<file path="config.mk">
export PLATFORM = sky130hd
export DESIGN_NAME = uart_rx_os16
export DESIGN_NICKNAME = d
export VERILOG_FILES = /design/src/rtl/uart_rx_os16.sv
export SDC_FILE = /design/constraint.sdc
export NUM_CORES = 1
export LEC_CHECK = 0
export ABC_AREA = 1
export BUFFER_PORTS_ARGS = -buffer_cell sky130_fd_sc_hd__buf_2
export CORE_MARGIN = 8
export CORE_UTILIZATION = 35
export DETAILED_ROUTE_END_ITERATION = 10
export GPL_TIMING_DRIVEN = 0
export SYNTH_ARGS = -nofsm -noshare
export SYNTH_HDL_FRONTEND = slang
export SYNTH_SLANG_ARGS = --single-unit
</file>
<file path="constraint.sdc">
create_clock -name clk -period 3.3 [get_ports clk]
set_clock_uncertainty 0.1 [all_clocks]
set_input_delay 0.165 -clock clk [delete_from_list [all_inputs] [get_ports clk]]
set_output_delay 0.165 -clock clk [all_outputs]
set_load 0.1 [all_outputs]
</file>
<file path="src/rtl/uart_rx_os16.sv">
// 8N1 UART receiver sampling on a shared 16x baud tick; delivers each byte on a one-clk valid strobe.
// Optional UART_RX_MAJORITY_EN: each bit decision is a 2-of-3 vote over three consecutive ticks.
module uart_rx_os16 #(
    parameter int DATA_BITS   = 8,
    parameter int SYNC_STAGES = 2
) (
    input  logic                 clk,
    input  logic                 reset,
    input  logic                 i_clk_rx,
    input  logic                 i_rxd,
    output logic [DATA_BITS-1:0] o_data,
    output logic                 o_valid,
    output logic                 o_frame_err,
    output logic                 o_busy
);

    localparam int IDX_W = $clog2(DATA_BITS);
    localparam logic [IDX_W-1:0] LAST_IDX = IDX_W'(DATA_BITS - 1);

    typedef enum logic [1:0] {IDLE, START, DATA, STOP} state_t;

    state_t                 state_q, state_d;
    logic [SYNC_STAGES-1:0] sync_q;
    logic [3:0]             cnt_q, cnt_d;
    logic [IDX_W-1:0]       idx_q, idx_d;
    logic [DATA_BITS-1:0]   shreg_q, shreg_d;
    logic [DATA_BITS-1:0]   data_q, data_d;
    logic                   valid_q, valid_d;
    logic                   ferr_q, ferr_d;
    logic                   armed_q, armed_d;
    logic                   rxd_s;
    logic                   rxd_dec;

    always_ff @(posedge clk or negedge reset) begin
        if (!reset) begin
            sync_q <= '1;
        end else begin
            sync_q <= {sync_q[SYNC_STAGES-2:0], i_rxd};
        end
    end

    assign rxd_s = sync_q[SYNC_STAGES-1];

`ifdef UART_RX_MAJORITY_EN
    // The two older votes are held here; the third is the live rxd_s at the decision tick.
    logic [1:0] samp_q;

    always_ff @(posedge clk or negedge reset) begin
        if (!reset) begin
            samp_q <= 2'b11;
        end else if (i_clk_rx) begin
            samp_q <= {samp_q[0], rxd_s};
        end
    end

    assign rxd_dec = (samp_q[1] & samp_q[0]) | (samp_q[1] & rxd_s) | (samp_q[0] & rxd_s);
`else
    assign rxd_dec = rxd_s;
`endif

    always_comb begin
        state_d = state_q;
        cnt_d   = cnt_q;
        idx_d   = idx_q;
        shreg_d = shreg_q;
        data_d  = data_q;
        armed_d = armed_q;
        valid_d = 1'b0;
        ferr_d  = 1'b0;

        case (state_q)
            IDLE: begin
                // Arming on a high tick keeps a line stuck low from retriggering.
                if (i_clk_rx && rxd_s) begin
                    armed_d = 1'b1;
                end
                if (armed_q && !rxd_s) begin
                    state_d = START;
                    cnt_d   = 4'd0;
                    armed_d = 1'b0;
                end
            end
            START: begin
                if (i_clk_rx) begin
                    cnt_d = cnt_q + 4'd1;
                    if (cnt_q == 4'd7) begin
                        cnt_d   = 4'd0;
                        idx_d   = '0;
                        state_d = rxd_dec ? IDLE : DATA;
                    end
                end
            end
            DATA: begin
                if (i_clk_rx) begin
                    cnt_d = cnt_q + 4'd1;
                    if (cnt_q == 4'd15) begin
                        shreg_d = {rxd_dec, shreg_q[DATA_BITS-1:1]};
                        if (idx_q == LAST_IDX) begin
                            state_d = STOP;
                        end else begin
                            idx_d = idx_q + IDX_W'(1);
                        end
                    end
                end
            end
            STOP: begin
                if (i_clk_rx) begin
                    cnt_d = cnt_q + 4'd1;
                    if (cnt_q == 4'd15) begin
                        state_d = IDLE;
                        if (rxd_dec) begin
                            data_d  = shreg_q;
                            valid_d = 1'b1;
                        end else begin
                            ferr_d = 1'b1;
                        end
                    end
                end
            end
            default: begin
                state_d = IDLE;
            end
        endcase
    end

    always_ff @(posedge clk or negedge reset) begin
        if (!reset) begin
            state_q <= IDLE;
            cnt_q   <= 4'd0;
            idx_q   <= '0;
            shreg_q <= '0;
            data_q  <= '0;
            valid_q <= 1'b0;
            ferr_q  <= 1'b0;
            armed_q <= 1'b0;
        end else begin
            state_q <= state_d;
            cnt_q   <= cnt_d;
            idx_q   <= idx_d;
            shreg_q <= shreg_d;
            data_q  <= data_d;
            valid_q <= valid_d;
            ferr_q  <= ferr_d;
            armed_q <= armed_d;
        end
    end

    assign o_data      = data_q;
    assign o_valid     = valid_q;
    assign o_frame_err = ferr_q;
    assign o_busy      = (state_q != IDLE);

endmodule

</file>
# ---- Word-level counts from Yosys, hierarchy flattened
# Cells that the tools add are included.
dict set report word_totals {
  latchBits 0
  romBits 0
  wordCells 72
  ramBits 0
  output_inout_bits 11
  memories 0
  input_bits 4
  regBits 30
}
dict set report op_classes {
  n_bitwise 0
  muxes 31
  n_reduce_logical 14
  n_eq_ne 16
  div_mod_pow 0
  n_mul 0
  order_cmp 0
  shifts 0
  add_sub_neg 2
}
# operator n
set op_table {}
lappend op_table {{2-to-1 mux 2 bit} 9}
lappend op_table {{!= test 2 bit, second input constant} 9}
lappend op_table {{2-to-1 mux 4 bit} 4}
lappend op_table {{2-to-1 mux 3 bit} 5}
lappend op_table {{one-hot mux 4 bit (3 select lines)} 1}
lappend op_table {{2-to-1 mux 1 bit} 10}
lappend op_table {{one-hot mux 2 bit (4 select lines)} 1}
lappend op_table {{AND reduction 8 bit} 1}
lappend op_table {{one-hot mux 3 bit (2 select lines)} 1}
lappend op_table {{AND reduction 3 bit} 2}
lappend op_table {{AND reduction 6 bit} 1}
lappend op_table {{nonzero test 2 bit} 3}
lappend op_table {{adder 4 x 1 -> 4 bit, second input constant} 1}
lappend op_table {{equality test 2 bit, second input constant} 2}
lappend op_table {{equality test 4 x 3 -> 1 bit, second input constant} 1}
lappend op_table {{equality test 4 bit, second input constant} 1}
lappend op_table {{AND reduction 4 bit} 1}
lappend op_table {{adder 3 x 1 -> 3 bit, second input constant} 1}
lappend op_table {{equality test 3 bit, second input constant} 1}
lappend op_table {{equality test 2 x 1 -> 1 bit, second input constant} 1}
lappend op_table {{logical AND 1 bit} 2}
lappend op_table {{logical NOT 2 bit} 1}
lappend op_table {{!= test 2 x 1 -> 1 bit, second input constant} 1}
lappend op_table {{AND reduction 2 bit} 1}
lappend op_table {{other kinds (2)} 2}

# ---- Longest topological paths before layout
# Gate-level depths: netlist of run 1.
dict set report logic_depth {
  word_depth 5
  mapped_depth 10
  mapped_depth_nobuf 10
}

# ---- Worst setup path before layout of run 1
# No wires, ideal clock.
dict set report synth_path {
  kind {register to register}
  startpoint {register state_q[0]}
  endpoint {register (tool-made name)}
  slack_ns 1.703
  period_less_slack_ns 1.597
  n_path_buf 0
  arrival_ns 1.380
  setup_time_ns 0.117
  required_time_ns 3.083
  path_stages_with_launch 8
  cell_sequence {dfrtp_1 > nor2_2 > inv_2 > nand2_2 > nand2_4 > nand3_1 > nand2_1 > nand2_1}
}
# item line_no
set synth_rtl {}
lappend synth_rtl {{from (decl)} 22} ;# state_t state_q, state_d;
lappend synth_rtl {{from (signal assigned)} 137} ;# state_q <= state_d;

# ---- Worst setup path in the final report of run 1
dict set report layout_path {
  startpoint {register state_q[0]}
  endpoint {output port o_busy}
}
dict set report layout_between {
  elab_chain_len 1
}
# item line_no
set layout_rtl {}
lappend layout_rtl {{nonzero test 2 bit} 151} ;# assign o_busy = (state_q != IDLE);
lappend layout_rtl {{to (decl)} 14} ;# output logic o_busy
# Every way passes these cells.

==> results of run 1 <==
## metrics by stage
step | utilization [%] | cell area (µm²) | std cells | hold WS, ps
floorplan | - | 1410 | 144 | -231
global placement | 39.1 | 1540 | 208 | 127
detailed placement | 39.1 | 1540 | 208 | 145
CTS | 41.9 | 1650 | 218 | 113
global route | 41.9 | 1650 | 218 | 140
finish | 41.9 | 1650 | 218 | 117
## worst max-delay path, stage by stage, from the launching register on
cell     delay, ps
dfrtp_1        480
nor2_2         100
inv_2           90
buf_2          430
## registers in the layout, summed over array words and instances, names as in the netlist, named ones only
signal	flops
sync_q	2
armed_q	1
o_data	8
state_q	1
o_frame_err	1
cnt_q	4
idx_q	3
o_valid	1
shreg_q	8
## where the power goes
part	switching (mW)	internal [mW]	total, mW
sequential	0.0467	0.411	0.457
combinational	0.231	0.0892	0.320
clock	0.129	0.168	0.297
total	0.407	0.668	1.07
## layout make-up
class / count / area share (%)
sequential: 30 / 45.6
multi-input combinational: 92 / 33.7
timing repair buffer: 16 / 5.45
clock buffer: 7 / 5.23
inverter: 20 / 4.55
tap: 50 / 3.79
buffer: 2 / 1.36
clock inverter: 1 / 0.303
## routing by layer
layer  wire [µm]  track usage (%)
met4          53             5.00
met1        1140             10.3
met2        1120             12.8
met3         125             2.82
met5           0                0
## cell families after synthesis
kind of cell    count (synthesis)  synth area share (%)
fa+ha+maj                       3                  2.67
flops                          30                  53.5
xor+xnor                        1                 0.622
buf+inv                        22                  6.93
compound gates                 21                  11.5
simple gates                   67                  24.8
## cell usage after synthesis
cell type	number	area share, %
a21oi_1	4	1.4
nand2_1	35	9.3
clkinv_1	1	0.27
dfstp_2	2	3.7
o21ai_1	2	0.71
inv_1	12	3.2
o21ai_2	15	9.3
nand3_2	1	0.71
xor2_1	1	0.62
nand4_1	2	0.89
nand2_2	8	3.6
nor2_1	1	0.27
nand2_4	1	0.80
dfrtp_1	28	50
nand3b_1	1	0.53
buf_6	2	1.6
ha_1	3	2.7
nor2_2	3	1.3
inv_2	7	1.9
nor2_4	2	1.6
nand3_1	12	4.3
nand4_4	1	1.5
## placed cells by master (no fill, tap or decap), drive strengths merged
cell type,n
nand3,13
nor2,6
ha,3
dlygate4sd3,2
xor2,1
dfstp,2
nand4,3
inv,19
dfrtp,28
clkbuf,7
nand2,44
buf,16
a21oi,4
clkinv,2
nand3b,1
o21ai,17
## path summary, 6_finish.rpt
check / from / end / slack [ps] / cells past startpoint
worst max-delay path: state_q[0] / o_busy / 1650 / 3
worst min-delay path: i_clk_rx / o_frame_err / 120 / 3
worst min register to register: sync_q[0] / sync_q[1] / 260 / 0
min in group asynchronous: reset / cnt_q[1] / 360 / 2
worst max register to register: cnt_q[1] / shreg_q[7] / 1740 / 7
max in group asynchronous: reset / idx_q[1] / 2300 / 2
==> results.toml, run 1 <==
[floorplanning]
dieArea_um2 = 6310
start_util_pct = 35.7
die_h_um = 79.4
fp.coreArea_um2 = 3940
fp-row-count = 23
die_w_um = 79.4
io_pins = 15

[timing]
fin_crit_ps = 1650
slew_violations = 0
timing.fmax_ghz = 0.607
finalCritPeriodShare_pct = 49.9
tns_ps = 0
max_slew_margin_pct = 55.0
hold_violations = 0
worstMarginPinSlew_ps = 675
setup_viol = 0
setup_ws_ps = 1650
rsz0062_at_grt = "false"

[detailed_routing]
firstDrtPassIters = 4
ant_nets = 0
avgRoutedWirePerCell_um = 11.2
drt_first_iter_violations = 43
routed_wl_um = 2430
viasPerCell = 4.61
drc = 0
vias = 1004

[clock_tree]
cts_root_buf = "clkbuf_8"
cts_max_path_buffers = 2
clk_latency_ps = 280
cts-resized-gates = 0
numCtsBuffers = 5
cts_setup_buffers = 0
cts_hold_buf = 2
clk_pin_slew_ps = 60
cts_tree = "yes"
h-tree-depth = 2
cts_sinks = 30

[run]
cap_viol_max_count = 0

[global_routing]
grt_antenna_before_repair = 0
grt_overflow = 0
grt_pass1_vias = 971
grt_pass1_wl_um = 4260
grt_usage_pct = 8.48
grt_max_degree = 31

[layout]
nNetsFinal = 174
drive_gt1_share_pct = 37.5
area_growth_pct = 17.3
n_fill_cell = 379
antenna_cells = 0
regArea_um2 = 753
multiInputGateArea_um2 = 557

[placed_design]
dp_slack_ps = 1730
gp_congestion = 0.775
numPortBuffers = 14
post-dp-hpwl_um = 1810

[worst_setup_path]
cp.required_ps = 3030
start_kind = "flop"
worstPathMaxFanout = 6
cp.arrival_ps = 1380
critPathCaptureType = "primary output"
crit_type = "flop to primary output"

[synthesis]
ys_types = 22
syn_area_um2 = 1410
ys_ff_latch = 30
syn_area_per_cell_um2 = 9.77
synth_seq_area_share_pct = 53.5
syn_inst = 144
synth_nets = 151
yosys_warnings = 0

[outcome]
status = "completed"

[pwr]
vdd_drop_max_v = 0.000273
p_leak_nw = 0.818
powerDensity_nw_per_um2 = 651
power_mw = 1.07

[worst_hold_path]
min_path_type = "primary input to flop"
Note: power is estimated with default switching activity, not from simulation.
==> run 2, diff against run 1 <==
ABC_AREA = 0   (was 1)
clock period = 1.5 ns   (was 3.3 ns; I/O delays follow)
==> run 2 against run 1 <==
Against the previous run:
- the flow now finishes with violations (negative setup slack)
- synthesized area fell by 8.4%
- worst setup slack got worse by 1800 ps
- combinational power rose to 3.2 times the previous value
- global-route usage rose by 1.4 points
- flip-flop and latch count did not move
- via count fell by 11%
- non-clock buffer count rose by 21
- register-to-register slack got worse by 1900 ps
- sequential share of layout area fell by 5.9 points
==> results.toml, run 2 <==
[outcome]
status = "finished, violations left"
failed_checks = "negative setup slack"

[timing]
slew_violations = 0
setup_viol = 23
finalCritPeriodShare_pct = 109
hold_violations = 0
worstMarginPinSlew_ps = 677
tns_ps = -1870
rsz0062_at_grt = "true"
setup_ws_ps = -130
max_slew_margin_pct = 54.9
timing.fmax_ghz = 0.613
fin_crit_ps = 1630

[pwr]
clkPwrFrac_pct = 28.8
powerDensity_nw_per_um2 = 1500
power_mw = 2.84
internal_power_mw = 1.97
p_sw_share_pct = 30.6
p_sw_uw = 869
power.share.combinational_pct = 36.1
vdd_drop_max_v = 0.000456
p_leak_nw = 0.904
p_seq_share_pct = 35.1

[clock_tree]
cts_max_path_buffers = 2
clk_latency_ps = 280
numCtsBuffers = 5
cts_tree = "yes"
h-tree-depth = 2
cts_root_buf = "clkbuf_8"
clk_pin_slew_ps = 60
cts_sinks = 30

[global_routing]
grt_antenna_before_repair = 0
grt_overflow = 0
grt_usage_pct = 9.90
grt_max_degree = 31
grt_pass1_vias = 942
grt_pass1_wl_um = 4670

[synthesis]
synth_mux_area_share_pct = 15.6
yosysTopAreaCell = "dfrtp_1"
synthAdderAreaFrac_pct = 2.91
netlist_top_cells_area = "dfrtp_1, mux2_2, dfstp_2"
syn_inst = 95
synth_top_family_by_area = "multiplexers"
ys_types = 34
yosys_warnings = 0
synth_top_area_share_pct = 54.3
async_flop_share_pct = 100
yosysMostFrequentCell = "dfrtp_1"
synth-compound-area-share_pct = 7.66
synth_commonest_cells = "dfrtp_1, mux2_2, nand3_1, nor2_1, ha_1"
ys_ff_latch = 30
syn_area_per_cell_um2 = 13.6
syn_area_um2 = 1290
synthXorXnorAreaFrac_pct = 0.679
synth_edf_count = 0
synth_seq_area_share_pct = 58.4
synth-simple-area-share_pct = 12.8
synth_nets = 102
ys.flop_type = "dfrtp_1"

[layout]
nNetsFinal = 145
area_growth_pct = 47.0
drive_gt1_share_pct = 55.8
layout_commonest_cell = "dfrtp_1"
final_cell_mix = "dfrtp_1, mux2_4, buf_4"
n_fill_cell = 312
antenna_cells = 0

[detailed_routing]
viasPerCell = 4.83
drc = 0
avgRoutedWirePerCell_um = 14.7
ant_nets = 0
firstDrtPassIters = 4
vias = 898
routed_wl_um = 2740
drt_first_iter_violations = 38

[floorplanning]
io_pins = 15
start_util_pct = 35.8
die_w_um = 76.7
die_h_um = 76.7
fp-row-count = 22
dieArea_um2 = 5880
fp.coreArea_um2 = 3610

[worst_setup_path]
critPathCaptureType = "flop"
cp.arrival_ps = 1700
worstPathMaxFanout = 4
start_kind = "flop"
crit_type = "flop to flop"
cp.required_ps = 1560

[placed_design]
dp_slack_ps = -387
gp_congestion = 0.778
post-dp-hpwl_um = 1590
numPortBuffers = 14

[worst_hold_path]
min_path_type = "primary input to flop"

[run]
cap_viol_max_count = 0
[run 2: metrics by stage]
step           std cells  util [%]  hold WS (ps)  area (µm²)
6_report             186      52.6          14.2        1900
5_1_grt              186      52.6          20.5        1900
4_1_cts              179      50.9          6.36        1840
3_5_place_dp         157      40.8          41.1        1470
3_3_place_gp         157      40.8          37.9        1470
2_1_floorplan         95         -          -321        1340
[run 2: kinds of logic after synthesis]
kind of cell,count (synthesis)
compound gates,14
fa+ha+maj,3
simple gates,24
buf+inv,5
xor+xnor,1
mux,18
flops,30
[run 2: worst paths after layout]
kind | from | endpoint | slack [ps] | cells after the start
worst max register to register | cnt_q[1] | shreg_q[2] | -130 | 5
max in group asynchronous | reset | idx_q[1] | 590 | 2
worst min register to register | sync_q[0] | sync_q[1] | 250 | 0
min in group asynchronous | reset | cnt_q[2] | 270 | 2
worst min-delay path | i_clk_rx | cnt_q[2] | 10 | 3
worst max-delay path | cnt_q[1] | shreg_q[2] | -130 | 5
[run 2: per-layer routing]
metal / global-route usage (%) / share of wire, %
met3: 3.96 / 4.3
met1: 11.2 / 45
met5: 0 / 0
met2: 15.9 / 50
met4: 4.62 / 1.6
[run 2: critical path: stages, from the launching register on]
cell     delay (ps)
dfrtp_1         390
ha_4            170
and3_4          180
nor3b_4         220
buf_6           160
mux2_4          300
[run 2: final cells by class]
| cell class | instances | area [µm²] | share of cell area (%) |
|---|---|---|---|
| clock buffers | 6 | 82.6 | 4.35 |
| inverters | 2 | 11.3 | 0.594 |
| plain buffers | 3 | 23.8 | 1.25 |
| flip-flops and latches | 30 | 753 | 39.7 |
| well taps | 48 | 60.1 | 3.17 |
| repair buffers | 36 | 292 | 15.4 |
| clock inverters | 1 | 30.0 | 1.58 |
| multi-input cells | 60 | 644 | 34.0 |
[run 2: power groups by stage]
stage | Combinational [mW] | Clock, mW | Sequential (mW)
6_report | 1.02 | 0.818 | 0.998
5_1_grt | 1.10 | 0.861 | 1.01
4_1_cts | 0.906 | 0.833 | 0.998
3_5_place_dp | 0.641 | 0 | 1.01
3_3_place_gp | 0.616 | 0 | 1.01
2_1_floorplan | 0.526 | 0 | 0.987
[run 2: what timing repair did]
| item | in CTS | in global routing |
|---|---|---|
| gates resized for setup | 26 | 3 |
| setup buffers | 13 | 7 |
| hold buffers | 2 | 0 |
| cloned | 0 | 0 |
| pin swaps | 6 | 4 |
| endpoints found under the hold margin | 29 | 0 |
| setup endpoints to repair | 21 | 22 |
==> run 3, diff against run 2 <==
BUFFER_PORTS_ARGS = -buffer_cell sky130_fd_sc_hd__buf_4   (was -buffer_cell sky130_fd_sc_hd__buf_2)
CORE_MARGIN = unset   (was 8)
clock period = 2 ns   (was 1.5 ns; I/O delays follow)
==> run 3 against run 2 <==
Against the previous run:
- the run now ends clean
- register-to-register slack better by 300 ps
- flip-flop and latch count is the same
- routed wire length down 22%
- clock power decreased by 31%
- via count shrank 7.5%
- worst hold slack gained 15 ps
- critical path type unchanged
- largest power group is now sequential cells
- highest routed layer unchanged
==> results.toml, run 3 (synthesized netlist as in run 2, its figures left out) <==
[outcome]
status = "completed"

[clock_tree]
clk_pin_slew_ps = 60
cts_sinks = 30
cts_tree = "yes"
cts_max_path_buffers = 2
clk_latency_ps = 280
numCtsBuffers = 5
cts_root_buf = "clkbuf_8"
h-tree-depth = 2

[placed_design]
numPortBuffers = 14
gp_congestion = 0.807
post-dp-hpwl_um = 1440

[worst_setup_path]
cp.arrival_ps = 1880
rr_startpoint = "idx_q[0]"
crit_buf_inv = 0
cpPeakStageDelay_ps = 390
worst-path-stages = 5
worst_path_max_delay_cell = "dfrtp_1"
r2r_setup_slack_ps = 170
crit_type = "flop to flop"
endpoint = "idx_q[0]"
timing.rr.end = "idx_q[0]"
crit_family = "flip-flops"
critPathCaptureType = "flop"
start_kind = "flop"
path_cells = "ha_1 -> ha_1 -> nor4bb_1 -> o21ai_0 -> mux2_2"
r2r_cells = 5
setup.worst_path.start = "idx_q[0]"
path_common_cell = "ha_1"
cp.required_ps = 2060
worstPathMaxFanout = 3

[global_routing]
grt_max_degree = 31
grt_antenna_before_repair = 0
grt_pass1_vias = 804
grt_pass1_wl_um = 3750
grt_usage_pct = 12.5
grt_overflow = 0

[floorplanning]
fp-row-count = 21
die_w_um = 62.7
die_h_um = 62.7
fp.coreArea_um2 = 3440
dieArea_um2 = 3930
io_pins = 15
start_util_pct = 37.5

[detailed_routing]
vias = 831
drc = 0
drt_first_iter_violations = 41
firstDrtPassIters = 4
avgRoutedWirePerCell_um = 12.8
routed_wl_um = 2140
viasPerCell = 4.98
ant_nets = 0

[layout]
nNetsFinal = 127
n_fill_cell = 324
multiInputGateArea_um2 = 517
regArea_um2 = 753
antenna_cells = 0
layout_commonest_cell = "dfrtp_1"
area_growth_pct = 24.2
final_cell_mix = "dfrtp_1, buf_4, mux2_2"
drive_gt1_share_pct = 41.3

[timing]
max_slew_margin_pct = 73.4
tns_ps = 0
hold_ws_ps = 29.3
finalCritPeriodShare_pct = 91.3
worstMarginPinSlew_ps = 395
fin_crit_ps = 1830
setup_viol = 0
slew_violations = 0
timing.fmax_ghz = 0.548
hold_violations = 0
rsz0062_at_grt = "false"

[pwr]
vdd_drop_max_v = 0.000339
powerDensity_nw_per_um2 = 1100
p_leak_nw = 0.779

[run]
cap_viol_max_count = 0

[worst_hold_path]
min_path_type = "primary input to flop"
run 3: report_power, final:
part | total (mW) | internal [mW] | switching, mW
logic | 0.453 | 0.178 | 0.275
registers | 0.742 | 0.683 | 0.0587
clock network | 0.562 | 0.347 | 0.215
run 3: how the worst min path moves through the flow:
stage,from,to,slack (ps),cells past startpoint
after floorplan,reset,asynchronous set/reset pin,-300,0
after global placement,reset,cnt_q[2],-50,1
after detailed placement,reset,cnt_q[0],-50,1
after CTS,i_clk_rx,cnt_q[2],20,3
after global routing,i_clk_rx,cnt_q[2],40,3
final,i_clk_rx,cnt_q[2],30,3
run 3: worst reg2reg max path: cells and delay by family, from the launching register on:
family,cells,cell delay (ps)
adders and majority gates,2,380
AOI/OAI and AO/OA,1,230
DFF,1,390
muxes,1,310
and+or+nand+nor,1,300
run 3: what timing repair did:
item                       in CTS  in global routing
gates resized for setup         0                  1
hold buffers                    2                  0
hold endpoints to repair       31                  0
setup endpoints to repair       0                 16
setup buffers                   0                  2
run 3: cell type report:
| cell class | instances | area share, % |
|---|---|---|
| Clock buffer | 8 | 6.87 |
| Tap cell | 46 | 3.59 |
| Sequential cell | 30 | 47.0 |
| Timing Repair Buffer | 18 | 8.74 |
| Multi-Input combinational cell | 60 | 32.2 |
| Inverter | 2 | 0.468 |
| Buffer | 3 | 1.09 |
run 3: metrics by stage:
step	std cells	setup WS (ps)	area, µm²	power (mW)	util (%)
after floorplan	95	289	1290	1.10	-
after global placement	155	126	1450	1.18	42.2
after CTS	165	74.3	1580	1.78	46.0
final	167	174	1600	1.76	46.6
after global routing	167	49.9	1600	1.86	46.6
after detailed placement	155	88.8	1450	1.20	42.2
run 3: per-layer routing:
metal	GRT usage (%)	vias up	share of wire, %
li1	-	398	-
met1	16.9	412	48
met2	17.1	19	47
met3	5.29	2	4.6
met4	6.10	0	0.42
met5	0	-	0
